$ cat config.mk
export PLATFORM = sky130hd
export DESIGN_NAME = control_buscaminas
export DESIGN_NICKNAME = d
export VERILOG_FILES = /design/src/rtl/control_buscaminas.sv
export SDC_FILE = /design/constraint.sdc
export NUM_CORES = 1
export LEC_CHECK = 0
export BUFFER_PORTS_ARGS = -buffer_cell sky130_fd_sc_hd__buf_2
export CAP_MARGIN = 20
export CORE_AREA = 3 3 238 240
export CTS_CLUSTER_SIZE = 10
export DETAILED_ROUTE_END_ITERATION = 10
export DIE_AREA = 0 0 241 243
export PLACE_DENSITY_LB_ADDON = 0.12
export SLEW_MARGIN = 20
export SYNTH_ARGS = -nofsm -noshare
export SYNTH_HDL_FRONTEND = slang
export SYNTH_SLANG_ARGS = --single-unit
$ cat constraint.sdc
create_clock -name clock -period 12.05 [get_ports clock]
set_input_delay 2.41 -clock clock [delete_from_list [all_inputs] [get_ports clock]]
set_output_delay 2.41 -clock clock [all_outputs]
set_load 0.02 [all_outputs]
$ cat src/rtl/control_buscaminas.sv
// rtl/control_buscaminas.sv - minesweeper game controller: bomb placement, count wait, reveal handling
module control_buscaminas (
  input  logic                  clock,
  input  logic                  rst,
  input  logic                  start,
  input  logic [5:0]            num_bombs,
  input  logic [15:0]           seed,
  input  logic                  reveal_valid,
  input  logic [2:0]            reveal_row,
  input  logic [2:0]            reveal_col,
  output logic                  reveal_ready,
  output logic [7:0][7:0][3:0]  matrizBombastic,
  input  logic [7:0][7:0][3:0]  matrizNumeros,
  output logic                  resp_valid,
  output logic [3:0]            resp_value,
  output logic [63:0]           revealed,
  output logic [2:0]            state,
  output logic                  win,
  output logic                  lose
);

  localparam logic [2:0]  ST_IDLE  = 3'd0;
  localparam logic [2:0]  ST_PLACE = 3'd1;
  localparam logic [2:0]  ST_COUNT = 3'd2;
  localparam logic [2:0]  ST_PLAY  = 3'd3;
  localparam logic [2:0]  ST_WIN   = 3'd4;
  localparam logic [2:0]  ST_LOSE  = 3'd5;

  localparam logic [15:0] LFSR_DEFAULT = 16'hACE1;
  localparam logic [3:0]  CELL_BOMB    = 4'hF;
  localparam logic [3:0]  CELL_EMPTY   = 4'h0;

  logic [2:0]  state_next;
  logic [15:0] lfsr;
  logic        lfsr_feedback;
  logic [5:0]  bomb_target;
  logic [5:0]  placed_count;
  logic        count_phase;
  logic [6:0]  safe_count;
  logic [6:0]  safe_target;

  logic        start_accept;
  logic        reveal_accept;
  logic [5:0]  reveal_index;
  logic        reveal_is_bomb;
  logic        reveal_is_new;
  logic        reveal_wins;
  logic        place_done;
  logic        place_hit;
  logic        place_active;
  logic        game_over_next;

  // Decode of the handshake and placement conditions shared by the FSM and datapath
  always_comb begin
    start_accept   = start && ((state == ST_IDLE) || (state == ST_WIN) || (state == ST_LOSE));
    reveal_accept  = reveal_valid && reveal_ready;
    reveal_index   = {reveal_row, reveal_col};
    reveal_is_bomb = (matrizBombastic[reveal_row][reveal_col] == CELL_BOMB);
    reveal_is_new  = !revealed[reveal_index];
    safe_target    = 7'd64 - {1'b0, bomb_target};
    reveal_wins    = reveal_accept && !reveal_is_bomb && reveal_is_new &&
                     ((safe_count + 7'd1) == safe_target);
    place_done     = (placed_count == bomb_target);
    place_active   = (state == ST_PLACE) && !place_done;
    place_hit      = (matrizBombastic[lfsr[5:3]][lfsr[2:0]] == CELL_EMPTY);
    lfsr_feedback  = lfsr[15] ^ lfsr[13] ^ lfsr[12] ^ lfsr[10];
    game_over_next = (state == ST_PLAY) && ((state_next == ST_WIN) || (state_next == ST_LOSE));
  end

  // State register
  always_ff @(posedge clock or posedge rst) begin
    if (rst) begin
      state <= ST_IDLE;
    end else begin
      state <= state_next;
    end
  end

  // Next-state logic; start only matters between games, a bomb reveal beats a win
  always_comb begin
    state_next = state;
    case (state)
      ST_IDLE: begin
        if (start_accept) state_next = ST_PLACE;
      end
      ST_PLACE: begin
        if (place_done) state_next = ST_COUNT;
      end
      ST_COUNT: begin
        if (count_phase) state_next = ST_PLAY;
      end
      ST_PLAY: begin
        if (reveal_accept) begin
          if (reveal_is_bomb) begin
            state_next = ST_LOSE;
          end else if (reveal_wins) begin
            state_next = ST_WIN;
          end
        end
      end
      ST_WIN, ST_LOSE: begin
        if (start_accept) state_next = ST_PLACE;
      end
      default: state_next = ST_IDLE;
    endcase
  end

  // Moore outputs decoded from the current state
  always_comb begin
    reveal_ready = 1'b0;
    win          = 1'b0;
    lose         = 1'b0;
    case (state)
      ST_PLAY: reveal_ready = 1'b1;
      ST_WIN:  win          = 1'b1;
      ST_LOSE: lose         = 1'b1;
      default: begin
        reveal_ready = 1'b0;
      end
    endcase
  end

  // LFSR: seeded on start (zero seed would lock up), steps every PLACE cycle
  always_ff @(posedge clock or posedge rst) begin
    if (rst) begin
      lfsr <= LFSR_DEFAULT;
    end else if (start_accept) begin
      lfsr <= (seed == 16'd0) ? LFSR_DEFAULT : seed;
    end else if (state == ST_PLACE) begin
      lfsr <= {lfsr[14:0], lfsr_feedback};
    end
  end

  // Requested bomb count, at least one so the game can always be lost
  always_ff @(posedge clock or posedge rst) begin
    if (rst) begin
      bomb_target <= 6'd0;
    end else if (start_accept) begin
      bomb_target <= (num_bombs == 6'd0) ? 6'd1 : num_bombs;
    end
  end

  // Number of bombs placed so far; repeats of an occupied cell are skipped
  always_ff @(posedge clock or posedge rst) begin
    if (rst) begin
      placed_count <= 6'd0;
    end else if (start_accept) begin
      placed_count <= 6'd0;
    end else if (place_active && place_hit) begin
      placed_count <= placed_count + 6'd1;
    end
  end

  // Two-cycle COUNT window so the counting datapath sees a stable board
  always_ff @(posedge clock or posedge rst) begin
    if (rst) begin
      count_phase <= 1'b0;
    end else if (state == ST_COUNT) begin
      count_phase <= ~count_phase;
    end else begin
      count_phase <= 1'b0;
    end
  end

  // Board: cleared on start, written only during PLACE, frozen afterwards
  always_ff @(posedge clock or posedge rst) begin
    if (rst) begin
      matrizBombastic <= '0;
    end else if (start_accept) begin
      matrizBombastic <= '0;
    end else if (place_active && place_hit) begin
      matrizBombastic[lfsr[5:3]][lfsr[2:0]] <= CELL_BOMB;
    end
  end

  // Revealed mask: one bit per accepted reveal, whole board opened when the game ends
  always_ff @(posedge clock or posedge rst) begin
    if (rst) begin
      revealed <= 64'd0;
    end else if (start_accept) begin
      revealed <= 64'd0;
    end else if (game_over_next) begin
      revealed <= {64{1'b1}};
    end else if (reveal_accept) begin
      revealed[reveal_index] <= 1'b1;
    end
  end

  // Safe-cell counter: only first-time reveals of non-bomb cells advance it
  always_ff @(posedge clock or posedge rst) begin
    if (rst) begin
      safe_count <= 7'd0;
    end else if (start_accept) begin
      safe_count <= 7'd0;
    end else if (reveal_accept && !reveal_is_bomb && reveal_is_new) begin
      safe_count <= safe_count + 7'd1;
    end
  end

  // Response: one-cycle pulse after each accepted reveal, bombs always report 15
  always_ff @(posedge clock or posedge rst) begin
    if (rst) begin
      resp_valid <= 1'b0;
      resp_value <= 4'd0;
    end else begin
      resp_valid <= reveal_accept;
      if (reveal_accept) begin
        resp_value <= reveal_is_bomb ? CELL_BOMB : matrizNumeros[reveal_row][reveal_col];
      end
    end
  end

endmodule

== After elaboration in Yosys (flattened, before gate mapping) ==
Cells that the tools add are included.
Storage, ports and cells
  register bits after elaboration: 364
  word-level logic and storage cells: 171
Operators by class
  $add $sub $neg: 3
  order comparisons: 8
  equality and inequality tests: 10
  multiplexer cells: 45
  bitwise gates (word level): 6
  reductions and logical operators: 26
Operators with widths (count)
  $mux 256: 2
  $bmux 32 s3: 3
  $or 256x256->256: 1
  $mux 64: 3
  $mux 32: 4
  $demux 32 s3: 1
  $or 64x64->64: 1
  $mux 16: 3
  $bmux 4 s3: 3
  $mux 4: 5
  $mux 3: 6
  $mux 6: 3
  $logic_not 16->1: 1
  $lt 3x4->1 const B: 4
  $mux 7: 2
  $demux 4 s3: 1
  $eq 3x3->1 const B: 4
  $pmux 3 s4: 1
  $logic_and 1x1->1: 11
  $add 7x1->7 const B: 1
  $eq 7x7->1: 1
  $lt 6x7->1 const B: 1
  $sub 7x6->7 const A: 1
  $add 6x1->6 const B: 1
  19 further kinds: 34

== Longest topological paths before layout ==
Gate-level depths: netlist of the first run.
  depth after elaboration: 18
  depth in mapped cells: 15

== Least setup slack after synthesis of the first run ==
OpenSTA, ideal clock, no wires.
  kind: in2reg
  start point: input port reveal_row[0]
  end point: register revealed[12]
  library setup time: 147 ps
  data arrival time: 4692 ps
  data required time: 11903 ps
  slack: 7211 ps
  stages: 14
  path buffers: 5
  cell sequence: buf_2 -> and2_1 -> buf_2 -> buf_6 -> a221oi_1 -> nor2_1 -> o21a_1 -> a2111oi_4 -> a31oi_2 -> nand2_2 -> mux2i_1 -> buf_6 -> buf_6 -> a21oi_2
Between the ends
  longest elaborated chain between the ends: 18
  elaborated cells between the ends (all ways): 30
  classes of those cells: 2 x order compare; 3 x eq/ne; 15 x mux; 1 x bitwise; 9 x reduce/logical
RTL lines
  from (decl): RTL line 9  | input logic [2:0] reveal_row,
  $bmux 32 s3: RTL line 58  | reveal_is_bomb = (matrizBombastic[reveal_row][reveal_col] == CELL_BOMB);
  $mux 32 (not written as such): RTL line 58
  $bmux 4 s3: RTL line 58
  $mux 4 (not written as such): RTL line 58
  $eq 4x4->1: RTL line 58
  $logic_not 1->1: RTL line 61  | reveal_wins = reveal_accept && !reveal_is_bomb && reveal_is_new &&
  $logic_and 1x1->1 (3 in a row): RTL line 61
  $mux 3: RTL line 96  | end else if (reveal_wins) begin
  $mux 3: RTL line 94  | if (reveal_is_bomb) begin
  $mux 3: RTL line 93  | if (reveal_accept) begin
  $pmux 3 s4: RTL line 82  | case (state)
  $eq 3x3->1: RTL line 67  | game_over_next = (state == ST_PLAY) && ((state_next == ST_WIN) || (state_next == ST_LOSE));
  $logic_or 1x1->1: RTL line 67
  $logic_and 1x1->1: RTL line 67
  $mux 64: RTL line 182  | end else if (game_over_next) begin
  $mux 64: RTL line 180  | end else if (start_accept) begin
  to (signal assigned): RTL line 183  | revealed <= {64{1'b1}};
  to (decl): RTL line 16  | output logic [63:0] revealed,
Several ways; a longest one is shown, not always the timed one. The select of a mux whose other input is x is not followed.
A chain may end at the register's enable or synchronous reset.

== Final worst setup path of the first run ==
  start point: input port reveal_row[1]
  end point: register state[1]
Between the ends
  longest elaborated chain between the ends: 13
  elaborated cells between the ends (all ways): 16
  classes of those cells: 1 x eq/ne; 10 x mux; 5 x reduce/logical
RTL lines
  $bmux 32 s3: RTL line 58
  $mux 32 (not written as such): RTL line 58
  $bmux 4 s3: RTL line 58
  $mux 4 (not written as such): RTL line 58
  $eq 4x4->1: RTL line 58
  $logic_not 1->1: RTL line 61
  $logic_and 1x1->1 (3 in a row): RTL line 61
  $mux 3: RTL line 96
  $mux 3 *: RTL line 94
  $mux 3 *: RTL line 93
  $pmux 3 s4 *: RTL line 82
  named net state_next[1]: RTL line 33  | logic [2:0] state_next;
  to (signal assigned): RTL line 75  | state <= state_next;
  to (decl): RTL line 17  | output logic [2:0] state,
The timed path passes the listed nets; every way through them passes the cells marked *. The select of a mux whose other input is x is not followed.

==> summary.md, run 1 <==
| Metric | Value |
|---|---|
| Status | `finished, final reports clean` |
| Final setup viols | `0` |
| Worst rel slew slack | `21.4%` |
| Nets | `2,948` |
| Yosys cell types | `86` |
| Num CTS Buffers | `44` |
| Number of synthesized flops with an enable pin | `0` |
| GRT Overall Usage | `38.4%` |
| Crit path required time | `12.56 ns` |
| CTS tree | `done` |
| GRT overflow | `0` |
| Largest net degree at the start of global routing | `188` |
| DRC Markers | `0` |
| Final worst path period share | `58.0%` |
| Initial antenna violation count | `32` |
| Top Metal Used | `met5` |
| Reg clk slew, reported paths | `0.06 ns` |
| Cell Rows | `86` |
| Arr. time, crit path | `7.49 ns` |
| Count of final hold-check violations | `0` |
| Multi-input logic area | `10,100 µm²` |
| Async SR Flop Fraction | `100%` |
| Mapped Cells | `2,138` |
| Core Area | `54,900 µm²` |
| Setup WS post-layout | `5.06 ns` |
| Per-cell routed wire length | `34.4 µm` |
| Design Power | `0.00641 W` |
| Die Area | `58,600 µm²` |
| DP HPWL | `88,000 µm` |
| Top-area cell type share of the netlist area | `44.0%` |
| Area contributors post-synth | `dfrtp_1 44%, a21oi_1 6.2%, mux2i_1 4.9%, nor2_1 4.3%, a22oi_1 3.6%` |
| Setup CP Type | `input port to register` |
| Skew-Pair Late Insertion Delay | `0.59 ns` |
| HP Class | `register to register` |
| # IOs | `619` |
| Most area-hungry cell type in the Yosys netlist | `dfrtp_1` |
| Sink Count | `364` |
| Register area share after synthesis | `45.1%` |
| Clock root buffer | `clkbuf_16` |
| Share of cells above drive strength 1 | `31.3%` |
| Finished Core Util | `45.6%` |
| Seq cells post-synth | `364` |
| Setup TNS | `0 ns` |
| CTS resizes | `0` |
| Placer Congestion | `1.01` |
| Vias in the first global route | `20,900` |
| Chip Width | `241 µm` |
| IO Port Bufs | `618` |
| Crit path capture type | `register` |
| Syn Area/Cell | `9.47 µm²` |
| Met2 wire len | `51,800 µm` |
| Area Growth Syn to Fin | `23.7%` |
| Crit path launch type | `input port` |
| Pre-CTS WS | `4.64 ns` |
| Number of DRC markers in iteration 0 | `2,556` |
| Mapped Area | `20,200 µm²` |
| Postcts setup bufs | `0` |
| Slew Viols, Final | `0` |
| Max Clock Freq | `143 MHz` |
| Synth top cells by count | `356 x dfrtp_1, 252 x a21oi_1, 231 x nor2_1, 99 x mux2i_1, 98 x a22oi_1` |
| Via Count | `21,800` |
| Antenna-violating nets left | `0` |
| Pwr Density | `256 nW/µm²` |
| Die height | `243 µm` |
| Main synth FF type | `dfrtp_1` |
| Number of fill cells | `5,449` |
| Worst vdd ir | `0.159 mV` |
| WL met3 | `11,300 µm` |
| Top-count cell post-synth | `dfrtp_1` |
| Final min period | `6.99 ns` |
| CTS H-tree depth | `2` |
| CTS Buffer Depth | `3` |
| Worst slew pin tran | `1.17 ns` |
| Post-CTS Hold Fix Bufs | `0` |
| M1 wire length | `46,700 µm` |
| Drt total wl | `117,000 µm` |
| RSZ-0062 raised after global routing | `no` |
| Net Count, Synth | `2,429` |
| Max-cap viol count | `0` |
| P_leak | `12.6 nW` |
| Clock skew | `0.0291 ns` |
| Starting density of the core | `36.9%` |
| Max FO, Critical Path | `48` |
| Worst hold slack | `0.433 ns` |
| Via density | `6.42` |
| Synth Warn # | `0` |
| FF+latch area | `9120 µm²` |
| TritonRoute pass-1 iters | `7` |
| Global-route wire length before repair | `161,000 µm` |
## final timing paths
| kind | depth (start not counted) | startpoint | slack, ns | end |
|---|---|---|---|---|
| max | 12 | reveal_row[1] | 5.06 | state[1] |
| min reg2reg | 1 | count_phase | 0.43 | count_phase |
| max in group asynchronous | 5 | rst | 7.73 | lfsr[4] |
| min in group asynchronous | 3 | rst | 2.05 | matrizBombastic[222] |
| min | 1 | count_phase | 0.43 | count_phase |
| max reg2reg | 10 | lfsr[4] | 7.55 | matrizBombastic[238] |
## registers in the layout, summed over array words and instances (netlist names)
name,flops
resp_valid,1
matrizBombastic,256
safe_count,7
resp_value,4
bomb_target,6
lfsr,16
placed_count,6
state,3
revealed,64
count_phase,1
## placed cells by master (no fill, tap or decap), types with 12 or more instances in the layout
master,n
nand2_1,92
a21oi_2,40
o221ai_1,20
nand3b_1,12
a221oi_1,59
nor2b_1,16
nand2b_1,14
buf_2,617
buf_4,45
o22ai_1,51
nor3_1,46
nor2_1,222
a21o_1,66
nand3_1,27
mux2_2,16
a31oi_1,27
inv_1,28
o21ai_0,60
nor4_1,22
a22oi_1,98
diode_2,19
dfrtp_1,354
and3_1,17
o21a_1,66
a21oi_1,252
xnor2_1,18
a22o_1,26
mux2i_1,98
clkbuf_16,44
## critical path: stages
cell and delay, ns:
buf_2 0.08, buf_4 0.46, nand2b_2 0.92, o221ai_1 0.42
o21ai_0 0.18, o21ai_0 0.11, nor4_1 0.52, a32oi_2 0.25
nand2_2 0.24, mux2i_4 0.84, buf_4 0.65, nor3b_2 0.28
## layer usage
| metal | global-route usage (%) | vias up |
|---|---|---|
| met4 | 19.5 | 16 |
| met5 | 0 | - |
| met2 | 58.1 | 1472 |
| met1 | 51.2 | 10900 |
| li1 | - | 9064 |
| met3 | 9.24 | 284 |
## metrics by stage
step	area (µm²)	cells
after global routing	25000	3390
after global placement	23700	3314
after floorplan	20200	2138
after detailed placement	23700	3314
after CTS	25000	3374
final	25000	3394
## power by group
| group | internal (W) | switching, W | leakage (nW) |
|---|---|---|---|
| Combinational | 0.000934 | 0.00179 | 7.07 |
| Clock | 0.000684 | 0.000533 | 0.611 |
| Sequential | 0.00166 | 0.000800 | 4.89 |
| Total | 0.00328 | 0.00313 | 12.6 |
## layout make-up
type                            instances  area share (%)
Antenna cell                           19           0.190
Clock buffer                           54            4.71
Clock inverter                          6           0.255
Inverter                               30           0.465
Multi-Input combinational cell       1550            40.4
Sequential cell                       364            36.4
Tap cell                              704            3.52
Timing Repair Buffer                  667            14.0
## cells by family (layout without fill, tap and decap cells)
kind of cell    count (synthesis)  count (layout)  synth area share (%)
compound gates                850             850                  28.7
xor+xnor                       26              26                  1.20
fa+ha+maj                       3               3                 0.185
buf+inv                       224             757                  5.42
flops                         364             364                  45.1
mux                           120             120                  6.34
other cells                     0              19                     0
simple gates                  551             551                  13.1
Note: power is estimated with default switching activity, not from simulation.
==> run 2: changes to the inputs <==
--- a/config.mk
+++ b/config.mk
@@ -5,12 +5,13 @@
 export SDC_FILE = /design/constraint.sdc
 export NUM_CORES = 1
 export LEC_CHECK = 0
+export ABC_AREA = 1
 export BUFFER_PORTS_ARGS = -buffer_cell sky130_fd_sc_hd__buf_2
 export CAP_MARGIN = 20
-export CORE_AREA = 3 3 238 240
+export CORE_AREA = 3 3 241 243
 export CTS_CLUSTER_SIZE = 10
 export DETAILED_ROUTE_END_ITERATION = 10
-export DIE_AREA = 0 0 241 243
+export DIE_AREA = 0 0 244 246
 export PLACE_DENSITY_LB_ADDON = 0.12
 export SLEW_MARGIN = 20
 export SYNTH_ARGS = -nofsm -noshare
==> constraint.sdc (replaced) <==
create_clock -name clock -period 5.94 [get_ports clock]
set_input_delay 1.188 -clock clock [delete_from_list [all_inputs] [get_ports clock]]
set_output_delay 1.188 -clock clock [all_outputs]
set_load 0.02 [all_outputs]
==> summary.md, run 2 <==
| Metric | Value |
|---|---|
| Status | `finished, final reports clean (unchanged)` |
| Synth top cells by count | `1,384 x nand2_1, 754 x nand3_1, 394 x inv_1, 356 x dfrtp_1, 113 x nor2_1 (was 356 x dfrtp_1, 252 x a21oi_1, 231 x nor2_1, 99 x mux2i_1, 98 x a22oi_1)` |
| Worst vdd ir | `0.410 mV (was 0.159 mV)` |
| Starting density of the core | `43.4% (was 36.9%)` |
| Crit path capture type | `register (unchanged)` |
| Max Clock Freq | `241 MHz` |
| DP Cell Count | `4,924 (was 3,314)` |
| Reg2reg start | `lfsr[3] (was lfsr[4])` |
| Hold_sp | `count_phase (unchanged)` |
| CP top delay family | `simple AND/OR/NAND/NOR gates (unchanged)` |
| Count of final hold-check violations | `0 (unchanged)` |
| Most flops, register | `matrizBombastic (unchanged)` |
| Sink Count | `364 (unchanged)` |
| Area Growth Syn to Fin | `20.1% (was 23.7%)` |
| Main synth FF type | `dfrtp_1 (unchanged)` |
| GRT Overall Usage | `42.8% (was 38.4%)` |
| Skew-Pair Late Insertion Delay | `0.60 ns (was 0.59 ns)` |
| CTS Buffer Depth | `3 (unchanged)` |
| Setup CP Type | `register to register (was input port to register)` |
| Syn Area/Cell | `6.48 µm² (was 9.47 µm²)` |
| Via density | `5.86 (was 6.42)` |
| Top-count cell post-synth | `nand2_1 (was dfrtp_1)` |
| Clock skew | `0.0194 ns (was 0.0291 ns)` |
| Sequential share of power | `29.1% (was 38.4%)` |
| Vias in the first global route | `26,400 (was 20,900)` |
| IO Port Bufs | `618 (unchanged)` |
| Clock power share | `18.3% (was 19.0%)` |
| Cell Chain, Critical Path | `inv_2, nand3_2, inv_2, o21ai_0, o2111ai_1, nor2_1, nand2_1, nand3_1, nand2_2, inv_1, nand2_8, buf_4, nand3_1, nand2_1 (was buf_2, buf_4, nand2b_2, o221ai_1, o21ai_0, o21ai_0, nor4_1, a32oi_2, nand2_2, mux2i_4, buf_4, nor3b_2)` |
| Psw | `0.00791 W (was 0.00313 W)` |
| Seq cells post-synth | `364 (unchanged)` |
| Initial antenna violation count | `12 (was 32)` |
| Post-CTS Hold Fix Bufs | `0 (unchanged)` |
| Postcts setup bufs | `0 (unchanged)` |
| Most common cell after layout, fill and taps aside | `nand2_1 (was buf_2)` |
| Worst Path Buf+Inv | `4 (was 3)` |
| GRT overflow | `0 (unchanged)` |
| Core Area | `56,200 µm² (was 54,900 µm²)` |
| Chip Width | `244 µm (was 241 µm)` |
| Arr. time, crit path | `4.68 ns (was 7.49 ns)` |
| Slowest cell on crit path | `inv_2 (was nand2b_2)` |
| Number of fill cells | `5,975 (was 5,449)` |
| Max-cap viol count | `0 (unchanged)` |
| Worst Setup SP | `lfsr[3] (was reveal_row[1])` |
| TritonRoute pass-1 iters | `6 (was 7)` |
| Largest net degree at the start of global routing | `256 (was 188)` |
| Cell Rows | `87 (was 86)` |
| Max FO, Critical Path | `96 (was 48)` |
| Placer Congestion | `1.09 (was 1.01)` |
| HP Class | `register to register (unchanged)` |
| # IOs | `619 (unchanged)` |
| Pwr Density | `503 nW/µm² (was 256 nW/µm²)` |
| Crit path required time | `6.46 ns (was 12.56 ns)` |
| Final worst path period share | `70.0%` |
| Comb power frac | `52.6% (was 42.6%)` |
| Max reg flops | `256 (unchanged)` |
| Most area-hungry cell type in the Yosys netlist | `dfrtp_1 (unchanged)` |
| Die height | `246 µm (was 243 µm)` |
| Final min period | `4.16 ns` |
| Final setup viols | `0 (unchanged)` |
| Slowest stage delay, CP | `0.57 ns (was 0.92 ns)` |
| Cell Int Power | `0.00678 W (was 0.00328 W)` |
| Reg clk slew, reported paths | `0.06 ns (about the same)` |
| Top-area cell type share of the netlist area | `36.6% (was 44.0%)` |
| DRC Markers | `0 (unchanged)` |
| Crit path launch type | `register (was input port)` |
| Drt total wl | `133,000 µm (was 117,000 µm)` |
| Slew Viols, Final | `0 (unchanged)` |
| Mapped Cells | `3,760 (was 2,138)` |
| Fin cells | `5,005 (was 3,394)` |
| WHS Path Cells | `1 (unchanged)` |
| Antenna-violating nets left | `0 (unchanged)` |
| Worst slew pin tran | `1.21 ns (was 1.17 ns)` |
| Net Count, Synth | `4,051 (was 2,429)` |
| Number of synthesized flops with an enable pin | `0 (unchanged)` |
| Global-route wire length before repair | `189,000 µm (was 161,000 µm)` |
| Switching Fraction | `53.8% (was 48.8%)` |
| Worst hold slack | `0.423 ns (was 0.433 ns)` |
| Share of cells above drive strength 1 | `18.6% (was 31.3%)` |
| Setup TNS | `0 ns (unchanged)` |
| FF+latch area | `9120 µm² (about the same)` |
| Clock root buffer | `clkbuf_16 (unchanged)` |
| R2R depth | `14 (was 10)` |
| Register area share after synthesis | `37.4% (was 45.1%)` |
| Via Count | `29,300 (was 21,800)` |
| CTS H-tree depth | `2 (unchanged)` |
| Die Area | `60,000 µm² (was 58,600 µm²)` |
| Largest registers | `matrizBombastic: 256 flops, revealed: 64 flops, lfsr: 16 flops (unchanged)` |
| Async SR Flop Fraction | `100% (unchanged)` |
| Worst rel slew slack | `19.0% (was 21.4%)` |
| Nets | `4,506 (was 2,948)` |
| Cell count along the critical path | `14 (was 12)` |
| Synth Warn # | `0 (unchanged)` |
| Num CTS Buffers | `45 (was 44)` |
| CTS resizes | `0 (unchanged)` |
| Multi-input logic area | `12,600 µm² (was 10,100 µm²)` |
| P_leak | `18.2 nW (was 12.6 nW)` |
| Commonest cells after routing, fill and taps aside | `1,382 x nand2_1, 753 x nand3_1, 617 x buf_2, 393 x inv_1, 356 x dfrtp_1 (was 617 x buf_2, 354 x dfrtp_1, 252 x a21oi_1, 222 x nor2_1)` |
| RSZ-0062 raised after global routing | `no (unchanged)` |
| Number of DRC markers in iteration 0 | `4,140 (was 2,556)` |
| Per-cell routed wire length | `26.6 µm (was 34.4 µm)` |
| CTS tree | `done (unchanged)` |
| Area contributors post-synth | `dfrtp_1 37%, nand2_1 21%, nand3_1 15%, inv_1 6.1%, buf_2 2.1% (was dfrtp_1 44%, a21oi_1 6.2%, mux2i_1 4.9%, nor2_1 4.3%, a22oi_1 3.6%)` |
| DP HPWL | `101,000 µm (was 88,000 µm)` |
| Yosys cell types | `46 (was 86)` |
| Mapped Area | `24,400 µm² (was 20,200 µm²)` |
==> run 2: cell count changes after synthesis, sizes merged, moves of 73 or more <==
cell   before   now
a22oi      98    25
inv        30   409
nor2      233   115
nand3      28   759
a21oi     293    25
nand2      94  1387
mux2i      99     0
==> run 2: cell type report <==
class / count / area share (%)
multi-input cells: 2721 / 43.0
flip-flops and latches: 364 / 31.2
clock buffers: 66 / 4.36
diodes: 9 / 0.0770
clock inverters: 6 / 0.359
inverters: 410 / 5.28
well taps: 756 / 3.23
repair buffers: 673 / 12.6
==> run 2: worst register-to-register path: cells and delay by family, from the launching register on <==
kind	cells	cell delay [ns]
compound gates	2	0.64
buf+inv	4	1.36
flops	1	0.48
simple gates	8	1.61
==> run 2: logic make-up after synthesis <==
logic type / share of synthesized area, %
buffers and inverters: 11.5
flip-flops: 37.4
XOR/XNOR: 0.611
adder cells (fa/ha/maj): 0.154
AO/OA/AOI/OAI: 9.35
AND/OR/NAND/NOR: 41.0
==> run 2: metrics by stage <==
stage	util [%]	total power (W)	cell area, µm²	worst slack (ns)
global placement	49.6	0.0118	27800	1.45
detailed placement	49.6	0.0118	27800	1.37
global route	52.1	0.0154	29200	1.60
CTS	52.0	0.0145	29200	1.96
finish	52.1	0.0147	29200	1.78
floorplan	-	0.00877	24400	-0.124
==> run 2: worst paths after layout <==
kind | endpoint | slack [ns]
setup / recovery | matrizBombastic[170] | 1.78
hold / removal | count_phase | 0.42
setup reg to reg | matrizBombastic[170] | 1.78
hold reg to reg | count_phase | 0.42
max in group asynchronous | safe_count[2] | 3.70
min in group asynchronous | matrizBombastic[105] | 0.79
==> run 2: per-layer routing <==
metal / up-vias / global-route usage [%] / share of wire [%]
met1: 13900 / 55.2 / 37
met3: 367 / 12.3 / 13
met5: - / 0 / 0.020
met4: 4 / 24.8 / 7.0
li1: 13200 / - / -
met2: 1930 / 64.1 / 43
==> run 2: power by group through the flow <==
stage | clock (W) | combinational, W | sequential [W]
5_1_grt | 0.00282 | 0.00821 | 0.00435
4_1_cts | 0.00272 | 0.00754 | 0.00423
3_3_place_gp | 0 | 0.00750 | 0.00427
2_1_floorplan | 0 | 0.00404 | 0.00473
3_5_place_dp | 0 | 0.00752 | 0.00426
6_report | 0.00269 | 0.00773 | 0.00428
